File: config.mk
export PLATFORM = sky130hd
export DESIGN_NAME = jk_toggle_monitor
export DESIGN_NICKNAME = d
export VERILOG_FILES = /design/src/rtl/jk_toggle_monitor.sv
export SDC_FILE = /design/constraint.sdc
export NUM_CORES = 1
export LEC_CHECK = 0
export CAP_MARGIN = 10
export CORE_MARGIN = 5
export CORE_UTILIZATION = 55
export CTS_CLUSTER_DIAMETER = 150
export DETAILED_ROUTE_END_ITERATION = 10
export PLACE_DENSITY_LB_ADDON = 0.05
export SYNTH_ARGS = -nofsm -noshare
export SYNTH_HDL_FRONTEND = slang
export SYNTH_SLANG_ARGS = --single-unit
File: constraint.sdc
create_clock -name clk -period 3.6 [get_ports clk]
set_input_delay 0.72 -clock clk [delete_from_list [all_inputs] [get_ports clk]]
set_output_delay 0.72 -clock clk [all_outputs]
set_load 0.01 [all_outputs]
File: src/rtl/jk_toggle_monitor.sv
// Observation stage behind a JK flip-flop: synchronises the q/q_n rails, detects q edges,
// counts toggles, times complete high phases and latches a rail-complementarity fault.
module jk_toggle_monitor #(
  parameter int CNT_W        = 8,
  parameter int SYNC_STAGES  = 2,
  parameter int FAULT_CYCLES = 2
) (
  input  logic             clk,
  input  logic             rst,
  input  logic             en,
  input  logic             clr,
  input  logic             q_in,
  input  logic             q_n_in,
  output logic             rise_pulse,
  output logic             fall_pulse,
  output logic [CNT_W-1:0] toggle_cnt,
  output logic [CNT_W-1:0] high_time,
  output logic             cnt_sat,
  output logic             fault,
  output logic [1:0]       state
);

  localparam logic [CNT_W-1:0] CNT_MAX   = '1;
  localparam logic [3:0]       FAULT_LIM = 4'(FAULT_CYCLES);
  localparam logic [2:0]       PRIME_LIM = 3'(SYNC_STAGES);

  typedef enum logic [1:0] {
    ST_INIT  = 2'd0,
    ST_LOW   = 2'd1,
    ST_HIGH  = 2'd2,
    ST_FAULT = 2'd3
  } state_e;

  logic [SYNC_STAGES-1:0] q_sync_q, qn_sync_q;
  logic                   q_s, qn_s, q_d_q;
  logic [2:0]             prime_q, prime_d;
  logic                   primed;
  logic [3:0]             mm_q, mm_d;
  logic                   fault_hit;
  state_e                 state_q, state_d;
  logic                   rise_q, rise_d, fall_q, fall_d;
  logic [CNT_W-1:0]       toggle_q, toggle_d;
  logic [CNT_W-1:0]       high_time_q, high_time_d;
  logic [CNT_W-1:0]       hi_cnt_q, hi_cnt_d;
  logic                   hi_valid_q, hi_valid_d;
  logic                   cnt_sat_q, cnt_sat_d;
  logic                   fault_q, fault_d;

  assign q_s  = q_sync_q[SYNC_STAGES-1];
  assign qn_s = qn_sync_q[SYNC_STAGES-1];

  // Both rails read 0 until the synchronisers have filled after reset; that
  // window must not be mistaken for a q == q_n fault.
  assign primed    = (prime_q == PRIME_LIM);
  assign prime_d   = primed ? prime_q : prime_q + 3'd1;
  assign fault_hit = (mm_q == FAULT_LIM);

  always_comb begin
    mm_d = 4'd0;
    if (!clr && primed && (q_s == qn_s)) begin
      mm_d = fault_hit ? mm_q : mm_q + 4'd1;
    end
  end

  // NOTE: every always_comb output gets a default first, so no path can infer a latch.
  always_comb begin
    state_d     = state_q;
    rise_d      = 1'b0;
    fall_d      = 1'b0;
    toggle_d    = toggle_q;
    high_time_d = high_time_q;
    hi_cnt_d    = hi_cnt_q;
    hi_valid_d  = hi_valid_q;
    cnt_sat_d   = cnt_sat_q;
    fault_d     = fault_q;

    if (clr) begin
      state_d     = ST_INIT;
      toggle_d    = '0;
      high_time_d = '0;
      hi_cnt_d    = '0;
      hi_valid_d  = 1'b0;
      cnt_sat_d   = 1'b0;
      fault_d     = 1'b0;
    end else begin
      if (state_q == ST_FAULT) begin
        state_d = ST_FAULT;
      end else if (fault_hit) begin
        state_d = ST_FAULT;
        fault_d = 1'b1;
      end else if (!en) begin
        state_d = ST_INIT;
      end else begin
        case (state_q)
          ST_INIT: begin
            if (q_s != qn_s) begin
              state_d = q_s ? ST_HIGH : ST_LOW;
              if (q_s) begin
                hi_valid_d = 1'b0;
                hi_cnt_d   = '0;
              end
            end
          end
          ST_LOW: begin
            if (q_s && !q_d_q) begin
              state_d    = ST_HIGH;
              rise_d     = 1'b1;
              toggle_d   = (toggle_q == CNT_MAX) ? toggle_q : toggle_q + CNT_W'(1);
              // The cycle that reveals the rise is already the first high cycle.
              hi_cnt_d   = CNT_W'(1);
              hi_valid_d = 1'b1;
            end
          end
          ST_HIGH: begin
            if (!q_s && q_d_q) begin
              state_d  = ST_LOW;
              fall_d   = 1'b1;
              toggle_d = (toggle_q == CNT_MAX) ? toggle_q : toggle_q + CNT_W'(1);
              if (hi_valid_q) high_time_d = hi_cnt_q;
            end else if (q_s) begin
              hi_cnt_d = (hi_cnt_q == CNT_MAX) ? hi_cnt_q : hi_cnt_q + CNT_W'(1);
            end
          end
          default: state_d = state_q;
        endcase
      end
      cnt_sat_d = cnt_sat_q | (toggle_d == CNT_MAX) | (hi_cnt_d == CNT_MAX);
    end
  end

  // NOTE: sequential state uses non-blocking assignments so every flop samples pre-edge values.
  // NOTE: there is no memory array here, so every flop, synchronisers included, takes the reset.
  always_ff @(posedge clk) begin
    if (rst) begin
      q_sync_q    <= '0;
      qn_sync_q   <= '0;
      q_d_q       <= 1'b0;
      prime_q     <= 3'd0;
      mm_q        <= 4'd0;
      state_q     <= ST_INIT;
      rise_q      <= 1'b0;
      fall_q      <= 1'b0;
      toggle_q    <= '0;
      high_time_q <= '0;
      hi_cnt_q    <= '0;
      hi_valid_q  <= 1'b0;
      cnt_sat_q   <= 1'b0;
      fault_q     <= 1'b0;
    end else begin
      q_sync_q    <= {q_sync_q[SYNC_STAGES-2:0], q_in};
      qn_sync_q   <= {qn_sync_q[SYNC_STAGES-2:0], q_n_in};
      q_d_q       <= q_s;
      prime_q     <= prime_d;
      mm_q        <= mm_d;
      state_q     <= state_d;
      rise_q      <= rise_d;
      fall_q      <= fall_d;
      toggle_q    <= toggle_d;
      high_time_q <= high_time_d;
      hi_cnt_q    <= hi_cnt_d;
      hi_valid_q  <= hi_valid_d;
      cnt_sat_q   <= cnt_sat_d;
      fault_q     <= fault_d;
    end
  end

  assign rise_pulse = rise_q;
  assign fall_pulse = fall_q;
  assign toggle_cnt = toggle_q;
  assign high_time  = high_time_q;
  assign cnt_sat    = cnt_sat_q;
  assign fault      = fault_q;
  assign state      = state_q;

endmodule

# Word level (Yosys, flattened, before mapping)
# Cells that the tools add are included.
[classes]
mux = 33
reduce_logical = 17
addsub = 4
eq_ne = 18
bitwise_logic = 8
[op_table]
columns = ["cell", "n"]
rows = [
  ["$mux W8", 17],
  ["$eq A8 B8 Y1 const B", 4],
  ["$pmux W8 S3", 1],
  ["$add A8 B1 Y8 const B", 2],
  ["$pmux W8 S2", 1],
  ["$ne A5 B5 Y1 const B", 3],
  ["$mux W2", 7],
  ["$reduce_or A6 Y1", 2],
  ["$reduce_and A7 Y1", 1],
  ["$ne A2 B2 Y1 const B", 3],
  ["$ne A6 B1 Y1 const B", 1],
  ["$not A1 Y1", 6],
  ["$pmux W2 S3", 1],
  ["$reduce_and A6 Y1", 1],
  ["$mux W1", 5],
  ["$add A4 B1 Y4 const B", 1],
  ["$eq A2 B2 Y1 const B", 2],
  ["$eq A4 B2 Y1 const B", 1],
  ["$logic_and A1 B1 Y1", 4],
  ["$reduce_and A4 Y1", 1],
  ["$reduce_or A2 Y1", 2],
  ["$add A3 B1 Y3 const B", 1],
  ["$eq A3 B2 Y1 const B", 1],
  ["$logic_not A1 Y1", 3],
  ["other kinds (8)", 9],
]
[word_totals]
wordCells = 94
inputBits = 6
out_inout_bits = 22
ff_bits = 43

# Longest topological paths before layout
[logic_depth]
word_depth = 11
mapped_depth = 11
mapped_depth_nobuf = 9

# Worst setup path after synthesis
# OpenSTA, ideal clock, no wires.
[synth_timing]
kind = "flip-flop to flip-flop"
startpoint = "register state_q[0] (netlist: state[0])"
endpoint = "register cnt_sat_q (netlist: cnt_sat)"
path_buffers = 0
setup_slack_ns = 0.968
t_arrival_ns = 2.545
required_ns = 3.513
setup_time_ns = 0.087
period_less_slack_ns = 2.632
path_stages_with_launch = 10
path_cell_list = "dfxtp_1 inv_1 ha_1 nand2_1 or3_1 or4_1 mux2_1 a32oi_1 or3_1 o31ai_1"
[synth_between]
elab_chain_len = 9
word_cells_on_any_way = 18
classes_between = "eq/ne (5); mux (10); bitwise (2); reduce/logical (1)"
[synth_rtl]
columns = ["item", "line", "rtl"]
rows = [
  ["start: declaration", "40", "state_e state_q, state_d;"],
  ["start signal: assignment", "155", "state_q <= state_d;"],
  ["$eq A2 B2 Y1 or $eq A2 B1 Y1 (tied branches)", "94", "case (state_q)"],
  ["$pmux W8 S2", "94", ""],
  ["$mux W8", "91", "end else if (!en) begin"],
  ["$mux W8", "88", "end else if (fault_hit) begin"],
  ["$mux W8", "86", "if (state_q == ST_FAULT) begin"],
  ["$mux W8", "77", "if (clr) begin"],
  ["$eq A8 B8 Y1", "127", "cnt_sat_d = cnt_sat_q | (toggle_d == CNT_MAX) | (hi_cnt_d == CNT_MAX);"],
  ["$or A1 B1 Y1", "127", ""],
  ["$or A1 B1 Y1 *", "127", ""],
  ["end signal: assignment", "162", "cnt_sat_q <= cnt_sat_d;"],
  ["end: declaration", "46", "logic cnt_sat_q, cnt_sat_d;"],
]
# Every way passes the cells marked *; elsewhere a longest branch is shown, timed or not. The select of a mux whose other input is x is not followed.
# A chain may end at the register's enable or synchronous reset.

# Final worst setup path
[layout_timing]
startpoint = "input en"
endpoint = "register cnt_sat_q (netlist: cnt_sat)"
[layout_between]
elab_chain_len = 7
word_cells_on_any_way = 12
classes_between = "eq/ne (2); mux (8); bitwise (2)"
[layout_rtl]
columns = ["item", "line", "rtl"]
rows = [
  ["start: declaration", "10", "input logic en,"],
  ["$mux W8", "91", ""],
  ["$mux W8", "88", ""],
  ["$mux W8", "86", ""],
  ["$mux W8", "77", ""],
  ["$eq A8 B8 Y1", "127", ""],
  ["$or A1 B1 Y1", "127", ""],
  ["$or A1 B1 Y1 *", "127", ""],
]
# Marked as above.

==> reports/metrics.yaml <==
run_status:
  status: "finished, final reports clean"
worst_setup_path:
  rr_startpoint: "state[0]"
  critPathArrivalTime_ns: 3.11
  cp_data_required_time_ns: 3.80
  crit_path_max_fanout: 5
  worstSetupStartpoint: "en"
  ff2ff_setup_slack_ns: 0.81
  crit_type: "in2reg"
  crit_path_start_kind: "input pin"
  crit_path_end_kind: "flip-flop"
layout:
  layout.core_utilization_pct: 67.1
  drive_gt1_share_pct: 4.61
  final_cell_area_sq_mm: 0.00269
  antenna_cells: 0
  layout_common_cells: "49 x sky130_fd_sc_hd__nor2_1, 43 x sky130_fd_sc_hd__dfxtp_1, 27 x sky130_fd_sc_hd__clkdlybuf4s50_1"
  fin_nets: 320
  syn2layout_area_growth_pct: 18.1
  most_frequent_standard_cell_in_the_layout_excluding_fill_and_tap_cells: "sky130_fd_sc_hd__nor2_1"
synth:
  number_of_unique_standard_cell_types_used_by_synthesis: 44
  synth_largest_type_area_fraction_pct: 37.9
  post_synth_arst_share_pct: 0
  avgSynthCellArea_sq_um: 8.18
  synthesis.nets: 295
  post_synth_inst_count: 278
  synth_edf_count: 0
  synth_area_sq_mm: 0.00227
  seq_area_frac_synth_pct: 37.9
  synth_top_flop_cell: "sky130_fd_sc_hd__dfxtp_1"
  yosys.area.top_type: "sky130_fd_sc_hd__dfxtp_1"
  netlist_top_cells_area: "sky130_fd_sc_hd__dfxtp_1 38%, sky130_fd_sc_hd__nor2_1 8.1%, sky130_fd_sc_hd__ha_1 6.1%"
  ys_ff_latch: 43
  ys_warns: 0
floorplanning:
  die_width_microns: 74.3
  io_pins: 28
  design.core.area_sq_mm: 0.00400
  floorplan.die_area_sq_mm: 0.00552
  die_h_microns: 74.3
  floorplan.initialDensity_pct: 56.8
  core.rowCount: 23
timing:
  fin_tns_setup_ns: 0
  final_report_hold_violation_count: 0
  final.setup.worst_slack_ns: 0.696
  min_cycle_time_layout_ns: 2.90
  post-route-period-util_pct: 80.7
  slew-limit-headroom_pct: 62.9
  final-max-slew-violation-count: 0
  clock_skew_ns: 0.00786
  final-setup-viol-count: 0
  rsz0062_at_grt: "no"
  max_freq_mhz: 344
  worstMarginPinSlew_ns: 0.543
  whs_ns: 0.438
hold_path:
  worst_hold_path_type: "reg2reg"
  worstHoldStart: "qn_sync_q[0]"
routing:
  dr_total_vias: 2119
  route.detailed.vias_per_inst: 5.99
  drc_errors: 0
  totalWireLength_microns: 5370
  drt_pre_antenna_iters: 4
  post_drt_wl_per_cell_microns: 15.2
  antenna_left: 0
  first_iter_violations: 109
place:
  placement.cell_area_sq_mm: 0.00258
  place.gp.congestion: 0.864
  dp_hpwl_microns: 3850
  io_buffers: 27
  preCtsSetupSlack_ns: 0.447
cts:
  clk_buf_depth: 2
  cts-htree-levels: 2
  ctsResizeCount: 0
  tritoncts_num_sinks: 43
  cts-root-buf: "sky130_fd_sc_hd__clkbuf_8"
  insertion_delay_ns: 0.29
  path_clk_slew_ns: 0.08
  tritoncts: "done"
  ctsHoldBuffers: 0
  number_of_buffers_added_by_the_clock_tree_synthesis_step: 5
  cts_setup_buffers: 0
grt:
  largest_net_degree_at_the_start_of_global_routing: 28
  grt_antenna_before_repair: 0
  grt_util_all_layers_pct: 21.1
  grt_pass1_wl_microns: 9210
  globalRoute.totalOverflow: 0
  via_count_of_the_first_global_routing_pass: 2083
pwr:
  power_density_mw_per_mm2: 359
  vdd.ir_drop.worst_mv: 0.276
  leakage_nw: 0.979
flow_run:
  timing.max_cap.violations: 0
==> flip-flops by register name (all words and copies together) (netlist names) <==
register	cells
q_sync_q	2
mm_q	4
q_d_q	1
state	2
prime_q	3
high_time	8
cnt_sat	1
qn_sync_q	2
rise_pulse	1
hi_cnt_q	8
fault	1
toggle_cnt	8
fall_pulse	1
hi_valid_q	1
==> worst max-delay path, stage by stage <==
cell                              delay, ns
sky130_fd_sc_hd__clkdlybuf4s50_1       0.55
sky130_fd_sc_hd__nand2_1               0.09
sky130_fd_sc_hd__or3_1                 0.39
sky130_fd_sc_hd__or4_1                 0.50
sky130_fd_sc_hd__mux2_1                0.22
sky130_fd_sc_hd__a32oi_1               0.07
sky130_fd_sc_hd__or3_1                 0.39
sky130_fd_sc_hd__o31ai_1               0.20
==> stage by stage <==
step | std cells | total power, mW
6_report | 354 | 0.964
5_1_grt | 354 | 1.01
4_1_cts | 354 | 0.972
3_5_place_dp | 346 | 0.636
3_3_place_gp | 346 | 0.632
2_1_floorplan | 278 | 0.604
==> area by class of cell <==
cell class | count | area, sq um
fillers | 356 | 1320
clock buffers | 7 | 96.3
clock inverters | 1 | 7.51
flip-flops and latches | 43 | 861
repair buffers | 30 | 293
multi-input cells | 216 | 1340
well taps | 50 | 62.6
inverters | 7 | 26.3
==> per-layer routing <==
| layer | GRT usage [%] | vias up | part of all wire [%] |
|---|---|---|---|
| met1 | 26.5 | 982 | 45 |
| met5 | 0 | - | 0 |
| li1 | - | 1055 | - |
| met2 | 35.2 | 72 | 49 |
| met4 | 9.09 | 0 | 1.4 |
| met3 | 4.32 | 10 | 4.8 |
==> Yosys cell counts, types with 3 or more instances <==
cell                       number
sky130_fd_sc_hd__a211oi_1       6
sky130_fd_sc_hd__a21oi_1       12
sky130_fd_sc_hd__a22oi_1        6
sky130_fd_sc_hd__a31oi_1        3
sky130_fd_sc_hd__a32oi_1        3
sky130_fd_sc_hd__and2_1         3
sky130_fd_sc_hd__and3_1         5
sky130_fd_sc_hd__and4_1         4
sky130_fd_sc_hd__clkbuf_1      10
sky130_fd_sc_hd__dfxtp_1       43
sky130_fd_sc_hd__ha_1          11
sky130_fd_sc_hd__inv_1          7
sky130_fd_sc_hd__mux2i_1        8
sky130_fd_sc_hd__nand2_1       20
sky130_fd_sc_hd__nand2b_1       9
sky130_fd_sc_hd__nand3_1        7
sky130_fd_sc_hd__nand4_1        5
sky130_fd_sc_hd__nor2_1        49
sky130_fd_sc_hd__nor2b_1        6
sky130_fd_sc_hd__nor3_1        12
sky130_fd_sc_hd__o21ai_0        8
sky130_fd_sc_hd__o221ai_1       4
sky130_fd_sc_hd__or3_1          4
sky130_fd_sc_hd__xnor2_1        4
==> kinds of logic after synthesis <==
| group | share of synthesized area, % |
|---|---|
| AOI/OAI and AO/OA | 16.7 |
| xor gates and xnor gates | 1.93 |
| adders and majority gates | 6.05 |
| buffers and inverters | 3.25 |
| DFF | 37.9 |
| muxes | 5.01 |
| and+or+nand+nor | 29.2 |
==> final timing paths <==
path,cells past startpoint,to
worst max-delay path,8,cnt_sat
worst min register to register,1,qn_sync_q[1]
worst min-delay path,1,qn_sync_q[1]
worst max register to register,9,cnt_sat
==> power breakdown <==
part	internal, mW	total (mW)	switching, mW
Clock	0.175	0.336	0.162
Sequential	0.493	0.508	0.0155
Combinational	0.0502	0.119	0.0690
Power figures use the tool's default switching activity.
